File: config.mk
export PLATFORM = sky130hd
export DESIGN_NAME = run_monitor
export DESIGN_NICKNAME = d
export VERILOG_FILES = /design/src/rtl/run_monitor.sv
export SDC_FILE = /design/constraint.sdc
export NUM_CORES = 1
export LEC_CHECK = 0
export ABC_CLOCK_PERIOD_IN_PS = 6000
export BUFFER_PORTS_ARGS = -buffer_cell sky130_fd_sc_hd__clkbuf_2
export CORE_ASPECT_RATIO = 0.5
export CORE_MARGIN = 2
export CORE_UTILIZATION = 30
export DETAILED_ROUTE_END_ITERATION = 10
export PLACE_DENSITY = 0.49
export SLEW_MARGIN = 10
export SYNTH_ARGS = -nofsm -noshare
export SYNTH_HDL_FRONTEND = slang
export SYNTH_SLANG_ARGS = --single-unit
File: constraint.sdc
create_clock -name clk -period 6 [get_ports clk]
set_input_delay 1.2 -clock clk [delete_from_list [all_inputs] [get_ports clk]]
set_output_delay 1.2 -clock clk [all_outputs]
set_load 0.02 [all_outputs]
File: src/rtl/run_monitor.sv
// Run control for multi-core harnesses: counts RUN cycles, tracks halts,
// ends on all-halted or timeout, then streams every core's registers out.
module run_monitor #(
    parameter int NUM_CPUS = 2,
    parameter int XLEN     = 32,
    parameter int NUM_REGS = 32,
    parameter int CNT_W    = 32,
    localparam int CPU_W   = (NUM_CPUS > 1) ? $clog2(NUM_CPUS) : 1,
    localparam int IDX_W   = (NUM_REGS > 1) ? $clog2(NUM_REGS) : 1
) (
    input  logic                clk,
    input  logic                rst,
    input  logic                start,
    input  logic [CNT_W-1:0]    timeout_cycles,
    input  logic [NUM_CPUS-1:0] halted,
    output logic                reg_rd_en,
    output logic [CPU_W-1:0]    reg_rd_cpu,
    output logic [IDX_W-1:0]    reg_rd_idx,
    input  logic [XLEN-1:0]     reg_rd_data,
    output logic                dump_valid,
    input  logic                dump_ready,
    output logic [CPU_W-1:0]    dump_cpu,
    output logic [IDX_W-1:0]    dump_idx,
    output logic [XLEN-1:0]     dump_data,
    output logic [NUM_CPUS-1:0] halted_mask,
    output logic [CNT_W-1:0]    cycle_count,
    output logic                running,
    output logic                done,
    output logic                timed_out
);

    localparam logic [2:0] IDLE   = 3'd0;
    localparam logic [2:0] RUN    = 3'd1;
    localparam logic [2:0] RD_REQ = 3'd2;
    localparam logic [2:0] RD_CAP = 3'd3;
    localparam logic [2:0] OUT    = 3'd4;
    localparam logic [2:0] DONE   = 3'd5;

    localparam logic [CPU_W-1:0] LAST_CPU = CPU_W'(NUM_CPUS - 1);
    localparam logic [IDX_W-1:0] LAST_IDX = IDX_W'(NUM_REGS - 1);

    logic [2:0]          state;
    logic [CNT_W-1:0]    timeout_q;
    logic [CPU_W-1:0]    cur_cpu;
    logic [IDX_W-1:0]    cur_idx;
    logic [NUM_CPUS-1:0] mask_nxt;
    logic [CNT_W-1:0]    cnt_inc;
    logic                last_beat;

    assign mask_nxt  = halted_mask | halted;
    assign cnt_inc   = cycle_count + CNT_W'(1);
    assign last_beat = (cur_cpu == LAST_CPU) && (cur_idx == LAST_IDX);

    assign running    = (state == RUN);
    assign done       = (state == DONE);
    assign dump_valid = (state == OUT);
    assign reg_rd_en  = (state == RD_REQ);
    assign reg_rd_cpu = cur_cpu;
    assign reg_rd_idx = cur_idx;

    always_ff @(posedge clk or posedge rst) begin
        if (rst) begin
            state       <= IDLE;
            timeout_q   <= '0;
            cur_cpu     <= '0;
            cur_idx     <= '0;
            dump_cpu    <= '0;
            dump_idx    <= '0;
            dump_data   <= '0;
            halted_mask <= '0;
            cycle_count <= '0;
            timed_out   <= 1'b0;
        end else begin
            unique case (state)
                IDLE, DONE: begin
                    if (start) begin
                        cycle_count <= '0;
                        halted_mask <= '0;
                        timed_out   <= 1'b0;
                        timeout_q   <= timeout_cycles;
                        cur_cpu     <= '0;
                        cur_idx     <= '0;
                        dump_cpu    <= '0;
                        dump_idx    <= '0;
                        dump_data   <= '0;
                        state       <= RUN;
                    end
                end
                RUN: begin
                    if (cycle_count != '1)
                        cycle_count <= cnt_inc;
                    halted_mask <= mask_nxt;
                    // all-halted is tested first so it wins a same-cycle timeout
                    if (&mask_nxt) begin
                        timed_out <= 1'b0;
                        state     <= RD_REQ;
                    end else if (timeout_q != '0 && cnt_inc == timeout_q) begin
                        timed_out <= 1'b1;
                        state     <= RD_REQ;
                    end
                end
                RD_REQ: state <= RD_CAP;
                RD_CAP: begin
                    dump_data <= reg_rd_data;
                    dump_cpu  <= cur_cpu;
                    dump_idx  <= cur_idx;
                    state     <= OUT;
                end
                OUT: begin
                    if (dump_ready) begin
                        if (last_beat) begin
                            state <= DONE;
                        end else begin
                            if (cur_idx == LAST_IDX) begin
                                cur_idx <= '0;
                                cur_cpu <= cur_cpu + CPU_W'(1);
                            end else begin
                                cur_idx <= cur_idx + IDX_W'(1);
                            end
                            state <= RD_REQ;
                        end
                    end
                end
                default: state <= IDLE;
            endcase
        end
    end

endmodule
==> qor.yml <==
dpl.hpwl_um: 13800
min_period_ps: 3810
n_fill_cell: 2116
layout.nets: 888
critPathRequiredTime_ps: 6310
cp_max_fo: 13
crit_family: "simple AND/OR/NAND/NOR gates"
crit_slowest_cell: "nor3_2"
final_util: 0.382
postCtsHoldBufs: 0
worstSetupStartpointType: "flip-flop"
vias_per_cell: 5.19
die-width_um: 207
maxCapViolCount: 0
start_util: 0.303
routed_wl_um: 19700
vdd_drop_max_mv: 0.251
worst-path-buf-inv: 0
drt-pass1-iter-count: 7
synth_top_cell_area_share: 0.462
cts_buffers: 17
gp_congestion: 0.844
min_path_type: "reg2reg"
cts_resized: 0
crit_chain: "nand3_1 > nor3_2 > nand3_1 > a21o_1 > or4_1 > nor4_2 > a21oi_2 > nor2_2 > mux2_1"
path_clk_slew_ps: 60
clock_tree.root_cell: "clkbuf_16"
synth-edff-count: 0
cts_sinks: 114
die_y_um: 105
leakagePower_nw: 3.40
grtUsageTotal: 0.188
ys_ff_latch: 114
yosysSeqAreaShare: 0.462
grt_pass1_wl_um: 31300
drive_gt1_frac: 0.287
fin_tns_setup_ps: 0
syn_nets: 753
wire_per_inst_um: 17.9
cts_setup_buffers: 0
synth_common_cells: "120 x nand2_1, 114 x dfrtp_1, 87 x o21ai_0"
outcome: "finished, final reports clean"
area_delta_synth_final_pct: 26.0
synthArstFlopShare: 1.00
syn-instance-count: 680
synth_area_leader_cell: "dfrtp_1"
portBuffers: 152
ys_warn_count: 0
fp-row-count: 37
grt_pass1_vias: 5404
rsz0062_at_grt: "false"
ys_top_cells_by_area: "dfrtp_1 46%, nand2_1 7.3%, o21ai_0 7.1%"
vias: 5709
overflow: 0
ys_types: 66
avgSynthCellArea_um2: 9.08
finalHoldViolations: 0
dp_worst_setup_slack_ps: 2190
whs_ps: 517
io_pins: 153
min_period_over_period: 0.635
drc: 0
antenna_found_initial: 0
slew_headroom: 0.197
cp-end-kind: "flip-flop"
placed_cell_area_mm2: 0.00716
syn_area_mm2: 0.00617
power_density_mw_per_mm2: 488
cpPeakStageDelay_ps: 730
critPathKind: "reg2reg"
setup_slack_ps: 2190
setup_viol: 0
synth_most_common_cell: "nand2_1"
drtIter0Drc: 375
crit_top_cell: "nand3_1"
grt_max_degree: 75
final_area_mm2: 0.00778
worst_pin_slew_ps: 1190
clk_path_buf_depth: 2
yosys_most_used_dff: "dfrtp_1"
final-max-slew-violation-count: 0
clock_latency_ps: 430
clock.fmax_mhz: 262
fin_skew_ps: 4.93
antenna_cells: 0
htreeDepth: 4
cts_tree: "yes"
arrival_ps: 4120
core_area_mm2: 0.0204
dieArea_mm2: 0.0218
drt.antenna.violating_nets: 0
## layout by cell type (no fill, tap or decap), types with 5 or more instances in the layout
| master | count |
|---|---|
| nand3_1 | 13 |
| and3_1 | 10 |
| mux2_2 | 33 |
| clkbuf_2 | 152 |
| or3_1 | 7 |
| o21ai_0 | 87 |
| nand2_1 | 120 |
| dfrtp_1 | 114 |
| and2_1 | 6 |
| nor2_1 | 39 |
| nand2b_1 | 5 |
| clkbuf_16 | 17 |
| inv_1 | 8 |
| nand4_1 | 17 |
| nor2b_1 | 5 |
| nor4_1 | 14 |
| xnor2_1 | 30 |
| buf_4 | 7 |
| a31oi_1 | 6 |
| a21oi_1 | 18 |
| nor3_1 | 10 |
| o31ai_1 | 11 |
| xor2_1 | 13 |
## sequential cells by signal, indices dropped and copies added (netlist names)
| signal | flops |
|---|---|
| reg_rd_cpu | 1 |
| reg_rd_idx | 5 |
| timeout_q | 32 |
| cycle_count | 32 |
| state | 3 |
| dump_idx | 5 |
| halted_mask | 2 |
| dump_cpu | 1 |
| timed_out | 1 |
| dump_data | 32 |
## worst reg2reg max path, cell delays in order, from the launching register on
cell and delay, ps:
dfrtp_1 540, nand3_1 480, nor3_2 740, nand3_1 200, a21o_1 200, or4_1 580, nor4_2 400, a21oi_2 140
nor2_2 100, mux2_1 310
## through the flow
stage | total power, mW | instances
2_1_floorplan | 2.25 | 680
3_3_place_gp | 2.72 | 1069
3_5_place_dp | 2.74 | 1069
4_1_cts | 3.83 | 1101
5_1_grt | 4.03 | 1101
6_report | 3.79 | 1101
## where the power goes
| group | internal (mW) | switching (mW) |
|---|---|---|
| Combinational | 0.563 | 0.896 |
| Sequential | 1.00 | 0.252 |
| Clock | 0.702 | 0.377 |
## cell families (layout without fill, tap and decap cells)
group,Yosys count,in the layout,synth area share
simple gates,274,274,0.220
compound gates,158,158,0.153
flops,114,114,0.462
buf+inv,52,200,0.0332
xor+xnor,43,43,0.0610
mux,36,36,0.0653
fa+ha+maj,3,3,0.00608
## per-layer routing
layer | up-vias | GRT usage | part of all wire
li1 | 2695 | - | -
met1 | 2830 | 0.275 | 0.48
met2 | 155 | 0.269 | 0.45
met3 | 29 | 0.0424 | 0.057
met4 | 0 | 0.0709 | 0.016
met5 | - | 0 | 0
## final cells by class
cell class,count,area (um^2),area share
inverters,9,36.3,0.00467
multi-input cells,514,3120,0.401
flip-flops and latches,114,2850,0.367
repair buffers,159,813,0.105
clock buffers,22,454,0.0584
clock inverters,10,158,0.0203
well taps,273,342,0.0439
## worst paths after layout
kind                           startpoint        endpoint  slack, ps  cells after the start
max in group asynchronous             rst  cycle_count[7]       3880                      3
min in group asynchronous             rst    dump_data[8]        970                      2
hold / removal                  timed_out       timed_out        520                      2
hold reg to reg                 timed_out       timed_out        520                      2
setup reg to reg           cycle_count[2]        state[2]       2190                      9
setup / recovery           cycle_count[2]        state[2]       2190                      9
No activity file was read; power rests on OpenSTA's default activity.
